File: src/rtl/volume_window_controller_if.sv
// ---------------------------------------------------------------------------
// volume_window_controller_if
// Bundles the sample input and level output signals of the mic volume
// window controller.
//   master : audio side / consumer side driver (drives enable, sample_tick,
//            mic_in; observes level, led, level_valid, peak_out, busy)
//   slave  : the controller itself
// Signals
//   enable       1 = run, 0 = accumulator idle
//   sample_tick  one-cycle strobe, mic_in valid on this cycle
//   mic_in       12-bit unsigned mic sample
//   level        published level, 0..NUM_LEVELS
//   led          thermometer bar, led[i] = (level > i)
//   level_valid  one-cycle pulse when level/led/peak_out update
//   peak_out     raw peak of the most recent evaluated window
//   busy         threshold evaluator running
// ---------------------------------------------------------------------------
interface volume_window_controller_if;
    logic        enable;
    logic        sample_tick;
    logic [11:0] mic_in;
    logic [3:0]  level;
    logic [11:0] led;
    logic        level_valid;
    logic [11:0] peak_out;
    logic        busy;

    modport master (
        output enable, sample_tick, mic_in,
        input  level, led, level_valid, peak_out, busy
    );

    modport slave (
        input  enable, sample_tick, mic_in,
        output level, led, level_valid, peak_out, busy
    );
endinterface

File: src/rtl/volume_window_controller.sv
// ---------------------------------------------------------------------------
// volume_window_controller
// Gathers 12-bit mic samples on sample_tick, tracks the peak over windows of
// WINDOW samples and hands each window's peak to a threshold evaluator that
// compares one threshold per cycle (T[k] = THRESH_BASE + k*THRESH_STEP).
// The resulting level (0..NUM_LEVELS) is published with a thermometer LED
// bar, the raw window peak and a one-cycle level_valid pulse.
// Ports
//   CLK100MHZ  in  system clock
//   reset      in  synchronous, active-high reset
//   bus        slave modport of volume_window_controller_if
// Optional feature macro
//   PEAK_HOLD_EN : publish a held level that decays one step after
//                  HOLD_WINDOWS windows below it (peak_out stays raw).
// ---------------------------------------------------------------------------
module volume_window_controller #(
    parameter int WINDOW      = 2000,
    parameter int THRESH_BASE = 2048,
    parameter int THRESH_STEP = 450,
    parameter int NUM_LEVELS  = 5
`ifdef PEAK_HOLD_EN
    ,
    parameter int HOLD_WINDOWS = 4
`endif
) (
    input  logic                        CLK100MHZ,
    input  logic                        reset,
    volume_window_controller_if.slave   bus
);

    localparam int CW = (WINDOW > 1) ? $clog2(WINDOW) : 1;

    localparam logic [1:0] ST_IDLE    = 2'd0;
    localparam logic [1:0] ST_CMP     = 2'd1;
    localparam logic [1:0] ST_PUBLISH = 2'd2;

    // ------------------------------------------------------------------
    // Threshold table. Sums are held in 13 bits and saturate, so any
    // threshold at or above 4095 can never be exceeded by a 12-bit peak.
    // Unused slots are filled with the saturated value.
    // ------------------------------------------------------------------
    logic [12:0] thr_tab [16];

    generate
        for (genvar gi = 0; gi < 16; gi++) begin : g_thr
            if (gi < NUM_LEVELS) begin : g_used
                localparam int RAW = THRESH_BASE + gi * THRESH_STEP;
                localparam logic [12:0] T13 = (RAW > 8191) ? 13'h1FFF : 13'(RAW);
                assign thr_tab[gi] = T13;
            end else begin : g_unused
                assign thr_tab[gi] = 13'h1FFF;
            end
        end
    endgenerate

    // ------------------------------------------------------------------
    // Window accumulator
    // ------------------------------------------------------------------
    logic [11:0]   peak_q;
    logic [CW-1:0] count_q;
    logic [11:0]   eval_peak_q;
    logic [11:0]   tick_max;
    logic          snapshot;

    assign tick_max = (bus.mic_in > peak_q) ? bus.mic_in : peak_q;
    assign snapshot = bus.enable && bus.sample_tick && (count_q == CW'(WINDOW - 1));

    always_ff @(posedge CLK100MHZ) begin
        if (reset) begin
            peak_q      <= '0;
            count_q     <= '0;
            eval_peak_q <= '0;
        end else if (!bus.enable) begin
            // Dropping enable discards the partial window.
            peak_q  <= '0;
            count_q <= '0;
        end else if (bus.sample_tick) begin
            if (snapshot) begin
                // The closing sample itself is part of the snapshot.
                eval_peak_q <= tick_max;
                peak_q      <= '0;
                count_q     <= '0;
            end else begin
                peak_q  <= tick_max;
                count_q <= count_q + CW'(1);
            end
        end
    end

    // ------------------------------------------------------------------
    // Evaluator FSM: IDLE -> CMP (NUM_LEVELS cycles) -> PUBLISH -> IDLE
    // ------------------------------------------------------------------
    logic [1:0] state_q, state_d;
    logic [3:0] k_q, k_d;
    logic [3:0] acc_q, acc_d;
    logic       publish;
    logic       exceed;

    assign exceed = ({1'b0, eval_peak_q} > thr_tab[k_q]);

    always_comb begin
        state_d = state_q;
        k_d     = k_q;
        acc_d   = acc_q;
        publish = 1'b0;
        case (state_q)
            ST_IDLE: ;
            ST_CMP: begin
                // Ascending order: the last exceeded threshold wins.
                if (exceed) begin
                    acc_d = k_q + 4'd1;
                end
                if (k_q == 4'(NUM_LEVELS - 1)) begin
                    state_d = ST_PUBLISH;
                end else begin
                    k_d = k_q + 4'd1;
                end
            end
            ST_PUBLISH: begin
                publish = 1'b1;
                state_d = ST_IDLE;
            end
            default: state_d = ST_IDLE;
        endcase
        // A fresh snapshot always (re)starts the comparison sweep.
        if (snapshot) begin
            state_d = ST_CMP;
            k_d     = '0;
            acc_d   = '0;
        end
    end

    always_ff @(posedge CLK100MHZ) begin
        if (reset) begin
            state_q <= ST_IDLE;
            k_q     <= '0;
            acc_q   <= '0;
        end else begin
            state_q <= state_d;
            k_q     <= k_d;
            acc_q   <= acc_d;
        end
    end

    // ------------------------------------------------------------------
    // Level selection (raw or held)
    // ------------------------------------------------------------------
    logic [3:0] pub_level;

`ifdef PEAK_HOLD_EN
    localparam int HCW = (HOLD_WINDOWS > 1) ? $clog2(HOLD_WINDOWS) : 1;

    logic [3:0]     hold_q, hold_d;
    logic [HCW-1:0] hcnt_q, hcnt_d;

    always_comb begin
        hold_d = hold_q;
        hcnt_d = hcnt_q;
        if (publish) begin
            if (acc_q >= hold_q) begin
                hold_d = acc_q;
                hcnt_d = '0;
            end else if (hcnt_q == HCW'(HOLD_WINDOWS - 1)) begin
                // hold_q > acc_q here, so hold_q - 1 cannot underflow.
                hold_d = ((hold_q - 4'd1) > acc_q) ? (hold_q - 4'd1) : acc_q;
                hcnt_d = '0;
            end else begin
                hcnt_d = hcnt_q + HCW'(1);
            end
        end
    end

    always_ff @(posedge CLK100MHZ) begin
        if (reset) begin
            hold_q <= '0;
            hcnt_q <= '0;
        end else begin
            hold_q <= hold_d;
            hcnt_q <= hcnt_d;
        end
    end

    assign pub_level = hold_d;
`else
    assign pub_level = acc_q;
`endif

    // ------------------------------------------------------------------
    // Output registers
    // ------------------------------------------------------------------
    logic [11:0] led_d;

    generate
        for (genvar gi = 0; gi < 12; gi++) begin : g_led
            assign led_d[gi] = (pub_level > 4'(gi));
        end
    endgenerate

    logic [3:0]  level_q;
    logic [11:0] led_q;
    logic        valid_q;
    logic [11:0] peak_out_q;

    always_ff @(posedge CLK100MHZ) begin
        if (reset) begin
            level_q    <= '0;
            led_q      <= '0;
            valid_q    <= 1'b0;
            peak_out_q <= '0;
        end else begin
            valid_q <= publish;
            if (publish) begin
                level_q    <= pub_level;
                led_q      <= led_d;
                peak_out_q <= eval_peak_q;
            end
        end
    end

    assign bus.level       = level_q;
    assign bus.led         = led_q;
    assign bus.level_valid = valid_q;
    assign bus.peak_out    = peak_out_q;
    assign bus.busy        = (state_q != ST_IDLE);

endmodule
File: src/flat_wrapper.sv
// flat-port wrapper written by rule: the top's interface ports become plain ports
module volume_window_controller_flat 
#(
    parameter int WINDOW      = 2000,
    parameter int THRESH_BASE = 2048,
    parameter int THRESH_STEP = 450,
    parameter int NUM_LEVELS  = 5

)
  (CLK100MHZ, reset, bus_enable, bus_sample_tick, bus_mic_in, bus_level, bus_led, bus_level_valid, bus_peak_out, bus_busy);
  volume_window_controller_if bus_i ();
  input  logic CLK100MHZ;
  input  logic reset;
  input wire logic [$bits(bus_i.enable)-1:0] bus_enable;
  input wire logic [$bits(bus_i.sample_tick)-1:0] bus_sample_tick;
  input wire logic [$bits(bus_i.mic_in)-1:0] bus_mic_in;
  output wire logic [$bits(bus_i.level)-1:0] bus_level;
  output wire logic [$bits(bus_i.led)-1:0] bus_led;
  output wire logic [$bits(bus_i.level_valid)-1:0] bus_level_valid;
  output wire logic [$bits(bus_i.peak_out)-1:0] bus_peak_out;
  output wire logic [$bits(bus_i.busy)-1:0] bus_busy;
  assign bus_i.enable = bus_enable;
  assign bus_i.sample_tick = bus_sample_tick;
  assign bus_i.mic_in = bus_mic_in;
  assign bus_level = bus_i.level;
  assign bus_led = bus_i.led;
  assign bus_level_valid = bus_i.level_valid;
  assign bus_peak_out = bus_i.peak_out;
  assign bus_busy = bus_i.busy;
  volume_window_controller #(.WINDOW(WINDOW), .THRESH_BASE(THRESH_BASE), .THRESH_STEP(THRESH_STEP), .NUM_LEVELS(NUM_LEVELS)) u_core (.CLK100MHZ(CLK100MHZ), .reset(reset), .bus(bus_i));
endmodule
File: config.mk
export PLATFORM = sky130hd
export DESIGN_NAME = volume_window_controller_flat
export DESIGN_NICKNAME = d
export VERILOG_FILES = /design/src/rtl/volume_window_controller_if.sv /design/src/rtl/volume_window_controller.sv /design/src/flat_wrapper.sv
export SDC_FILE = /design/constraint.sdc
export NUM_CORES = 1
export LEC_CHECK = 0
export CORE_MARGIN = 5
export CORE_UTILIZATION = 55
export DETAILED_ROUTE_END_ITERATION = 8
export PLACE_DENSITY = 0.84
export SLEW_MARGIN = 40
export SYNTH_ARGS = -nofsm -noshare
export SYNTH_HDL_FRONTEND = slang
export SYNTH_SLANG_ARGS = --single-unit
File: constraint.sdc
create_clock -name CLK100MHZ -period 3.4 [get_ports CLK100MHZ]
set_input_delay 1.02 -clock CLK100MHZ [delete_from_list [all_inputs] [get_ports CLK100MHZ]]
set_output_delay 1.02 -clock CLK100MHZ [all_outputs]
set_load 0.03 [all_outputs]
# --- Word level (Yosys, flattened, before mapping) ---
# Memory sizes are Yosys's and may differ from the RTL's.
# Index checks and enable logic that the tools add are counted.
# Widths: inputs -> output; s select.
word_totals:
  latch_bits: 0
  ram_bits: 0
  n_memories: 1
  word_cells: 60
  reg_bits: 74
  romBits: 208
mem_list:
  columns: ["memory", "words", "word_bits", "rd", "rd_ports_with_merged_regs", "wr", "line", "rtl"]
  rows:
  - ["(no name shown)", 16, 13, 1, 0, 0, "volume_window_controller.sv:99", "assign exceed = ({1'b0, eval_peak_q} > thr_tab[k_q]);"]
classes:
  n_bitwise: 4
  n_eq_ne: 7
  magnitude_cmp: 15
  muxes: 9
  n_addsub: 2
  reduce_logical: 11
  div: 0
  shifts: 0
  multipliers: 0
ops:
  columns: ["operator", "count"]
  rows:
  - ["$mux 13", 2]
  - ["$mux 12", 2]
  - ["$gt 4x3->1 const B", 4]
  - ["$gt 4x4->1 const B", 4]
  - ["$gt 12x13->1", 1]
  - ["$gt 12x12->1", 1]
  - ["$add 11x1->11 const B", 1]
  - ["$eq 11x11->1 const B", 1]
  - ["$mux 11", 1]
  - ["$gt 4x1->1 const B", 2]
  - ["$gt 4x2->1 const B", 2]
  - ["$reduce_and 2->1", 4]
  - ["$ge 5x5->1 const B", 1]
  - ["$not 4->5", 1]
  - ["$add 4x1->4 const B", 1]
  - ["$eq 4x3->1 const B", 1]
  - ["$ne 2x1->1 const B", 2]
  - ["$pmux 2 s2", 1]
  - ["$reduce_or 2->1", 2]
  - ["$ne 3x1->1 const B", 1]
  - ["$not 1->1", 3]
  - ["$reduce_and 3->1", 1]
  - ["$eq 2x1->1 const B", 1]
  - ["$eq 2x2->1 const B", 1]
  - ["other kinds (5)", 7]

# --- Longest topological paths before layout ---
depth:
  word_depth: 6
  depth_mapped: 11

# --- Worst setup path before layout ---
# No wires, ideal clock.
synth_timing:
  kind: "reg-to-reg"
  startpoint: "register u_core.k_q[0]"
  endpoint: "register u_core.acc_q[0]"
  path_slack_ns: 0.589
  path_buffers: 0
  required_ns: 3.274
  path_stages_with_launch: 12
  t_arrival_ns: 2.685
  cell_sequence: "dfxtp_1 > inv_1 > ha_1 > or2_2 > a21oi_1 > ha_1 > and3_1 > a221o_1 > and4_1 > o31ai_4 > mux2i_1 > nor2_1"
synth_via:
  elab_chain_cells: 6
  word_cells_on_any_way: 7
synth_lines:
  columns: ["item", "line", "rtl"]
  rows:
  - ["start, declared", "volume_window_controller.sv:94", "logic [3:0] k_q, k_d;"]
  - ["start signal, assigned", "volume_window_controller.sv:140", "k_q <= k_d;"]
  - ["$not 4->5 (not written as such)", "volume_window_controller.sv:99", null]
  - ["$mem_v2 16x13", null, null]
  - ["$mux 13 (not written as such) (2 in series)", "volume_window_controller.sv:99", null]
  - ["$gt 12x13->1", "volume_window_controller.sv:99", null]
  - ["$reduce_and 2->1 (no source line)", null, null]
  - ["end signal, assigned", "volume_window_controller.sv:137", "acc_q <= '0;"]
  - ["end signal, assigned", "volume_window_controller.sv:141", "acc_q <= acc_d;"]
  - ["end, declared", "volume_window_controller.sv:95", "logic [3:0] acc_q, acc_d;"]
# Parallel ways exist; a longest one is shown, timed or not. The select of a mux whose other input is x is not followed.
# A chain may end at the register's enable or synchronous reset.

# --- Final worst setup path ---
layout_timing:
  startpoint: "register u_core.k_q[0]"
  endpoint: "register u_core.acc_q[2]"
# The elaborated chain is that of the path after synthesis.

==> run summary <==
Drt pass-1 iters - 4
Top cells by area, synth - dfxtp_1 41%, ha_1 9.6%, nand2_1 7.2%
Core area - 6386 µm²
Filler cells - 526
Vias in the first global route - 3118
Root Driver - clkbuf_8
Synth cell types - 48
TNS Setup - 0 ps
Routability Congestion - 0.9028
CTS tree - done
Via-per-instance ratio - 5.797
Min Tclk post-route - 3135 ps
PostCTS Resize Cnt - 0
Yosys warning count - 0
Max Root-Sink Buffers - 2
Top cell type by total area after synthesis - dfxtp_1
Starting density of the core - 0.5709
Pwr/cell area - 408.2 nW/µm²
Reg2reg start - u_core.k_q[0]
Hold WC Path Type - flip-flop to flip-flop
Aggregate routed wire length - 8380 µm
Mapped Area - 3646 µm²
Post-layout nets - 520
Syn avg cell area - 8.343 µm²
Crit. Startpoint - u_core.k_q[0]
Most common flop cell mapped by yosys - dfxtp_1
Grt ovf - 0
Post-CTS Hold Buffers - 0
Synthesized flop and latch total - 74
Critical path endpoint category - flip-flop
Drt wl/cell - 15.04 µm
Worst-case clock skew - 9.974 ps
Post-DP Area - 4163 µm²
Post-Syn Instances - 437
PortBufs - 45
Largest family of logic cells by synthesized area - simple AND/OR/NAND/NOR gates
Full die area - 8358 µm²
CP max FO - 5
Die X - 91.42 µm
Tcrit/Tclk final - 0.9221
CTS Buf Count - 9
Post-synthesis mux area share - 0.01922
Pins Over Slew Limit - 0
ANT cells - 0
Synth async-reset ratio - 0
Max-cap violations - 0
Worst Setup Path Type - flip-flop to flip-flop
Clk Latency, worst-skew pair - 340 ps
Critical path arrival - 3360 ps
Vias - 3229
Status - finished, final reports clean
Post-Synth Adder-Cell Area - 0.09609
Ratio of cells with drive above 1 in the final layout - 0.07292
Total track usage - 0.2050
Slew headroom - 0.6359
Drt drc - 0
CP Capture Point - u_core.acc_q[2]
I/O pin count - 46
Post-synth top area share - 0.4063
RR Endpoint - u_core.acc_q[2]
Clock slew at reported path FFs - 80 ps
DRT antenna net count - 0
Critical Path Start Type - flip-flop
CTS H-tree lvls - 3
Post-synthesis xor/xnor area fraction - 0.02402
Lkg Pwr - 0.001669 µW
Num Clock Sinks - 74
Initial antenna violation count - 0
Die Ht - 91.42 µm
Compound-Gate Fraction of Synth Area - 0.1706
Area delta synth->final - 20.76%
Required time worst endpoint - 3630 ps
RSZ-0062 raised after global routing - false
Largest net degree at the start of global routing - 28
Post-route cell area - 4403 µm²
Final setup fails - 0
Post-CTS Setup Inserts - 0
Row count - 29
VDD IR max - 0.3086 mV
Post-synth EDFFs - 0
Synth Area in Simple Gates - 0.2292
Synthesized net count - 481
Worst reg2reg setup slack - 260 ps
DR iter-0 viols - 167
Fmax - 319.0 MHz
Worst-Margin Slew - 546.1 ps
Placed wire-length estimate - 6063 µm
Seq/Total Area, Yosys - 0.4063
Global-route wire length before repair - 14320 µm
R2R depth - 11
Final-report hold violation count - 0
-- through the flow --
stage            util  worst slack [ps]  power [µW]  hold WS, ps  cells
3_3_place_gp   0.6515             183.9       993.0        438.2    542
2_1_floorplan       -             589.2       954.9        440.9    437
4_1_cts        0.6895             243.0        1804        457.8    557
6_report       0.6895             264.8        1797        454.1    557
3_5_place_dp   0.6518             136.4       995.7        447.1    542
5_1_grt        0.6895             121.6        1855        474.8    557
-- flip-flops by register name, indices dropped and copies added, names as in the netlist --
register,cells
u_core.bus.level_valid,1
u_core.bus.peak_out,12
u_core.k_q,4
u_core.count_q,11
u_core.bus.level,4
u_core.peak_q,12
u_core.bus.led,12
u_core.state_q,2
u_core.eval_peak_q,12
u_core.acc_q,4
-- metal layers --
metal	routed length [µm]	global-route usage	vias up
met1	3646	0.2478	1501
met4	146	0.08435	0
met2	4085	0.3431	104
li1	-	-	1610
met5	0	0	-
met3	502	0.05455	14
-- worst max-delay path: stages (launching register included) --
cell and delay [ps]:
dfxtp_1 360, inv_1 120, ha_1 360, or2_2 300, a21oi_1 190, ha_1 270
and3_1 180, a221o_1 350, and4_1 230, o31ai_4 360, mux2i_1 230, nor2_1 60
-- Yosys cell counts (4+ instances only) --
cell type	n
nand2_1	70
nand2b_1	7
ha_1	28
mux2i_1	7
a31oi_1	12
inv_1	19
xnor2_1	5
nand3_1	30
o21ai_0	5
a21oi_1	49
a211oi_1	4
clkbuf_1	21
a22o_1	12
nor3_1	7
nor2_1	29
xor2_1	5
dfxtp_1	74
nand4_1	5
nor2b_1	6
and3_1	4
-- how the worst min path moves through the flow --
stage,start,endpoint,depth (start not counted)
2_1_floorplan,u_core.eval_peak_q[11],u_core.bus.peak_out[11],2
3_3_place_gp,u_core.bus.led[8],u_core.bus.led[8],2
3_5_place_dp,u_core.bus.level[1],u_core.bus.level[1],2
4_1_cts,u_core.bus.level[1],u_core.bus.level[1],2
5_1_grt,u_core.bus.led[11],u_core.bus.led[11],2
6_report,u_core.bus.led[10],u_core.bus.led[10],2
-- area by class of cell --
type                       instances  area, µm²  area share
multi-input combinational        316       1968      0.4470
sequential                        74       1481      0.3365
timing repair buffer              56      545.5      0.1239
clock buffer                      10      137.6     0.03126
clock inverter                     5      102.6     0.02330
tap                               77      96.34     0.02188
inverter                          19      71.32     0.01620
-- cells by family (layout without fill, tap and decap cells) --
kind of cell	count (synthesis)	count (layout)
muxes	7	7
AOI/OAI and AO/OA	97	97
adders and majority gates	28	28
DFF	74	74
xor gates and xnor gates	10	10
buffers and inverters	47	90
and+or+nand+nor	174	174
-- cells in the final DEF, fill, tap and decap left out, types with 6 or more instances in the layout --
cell	synthesis	final
dfxtp_1	74	74
nand2_1	70	70
a21oi_1	49	49
clkdlybuf4s50_1	0	45
nand3_1	30	30
nor2_1	29	29
ha_1	28	28
inv_1	19	19
a31oi_1	12	12
a22o_1	12	12
clkbuf_8	0	10
buf_4	1	10
nor3_1	7	7
mux2i_1	7	7
nand2b_1	7	6
nor2b_1	6	6
-- power breakdown --
part           total (µW)  leakage (µW)  switching, µW  internal, µW
registers             878      0.000597           6.36           872
clock network         820      0.000118            318           502
logic                99.4      0.000954           55.4          44.0
(Power assumes the default switching activity.)
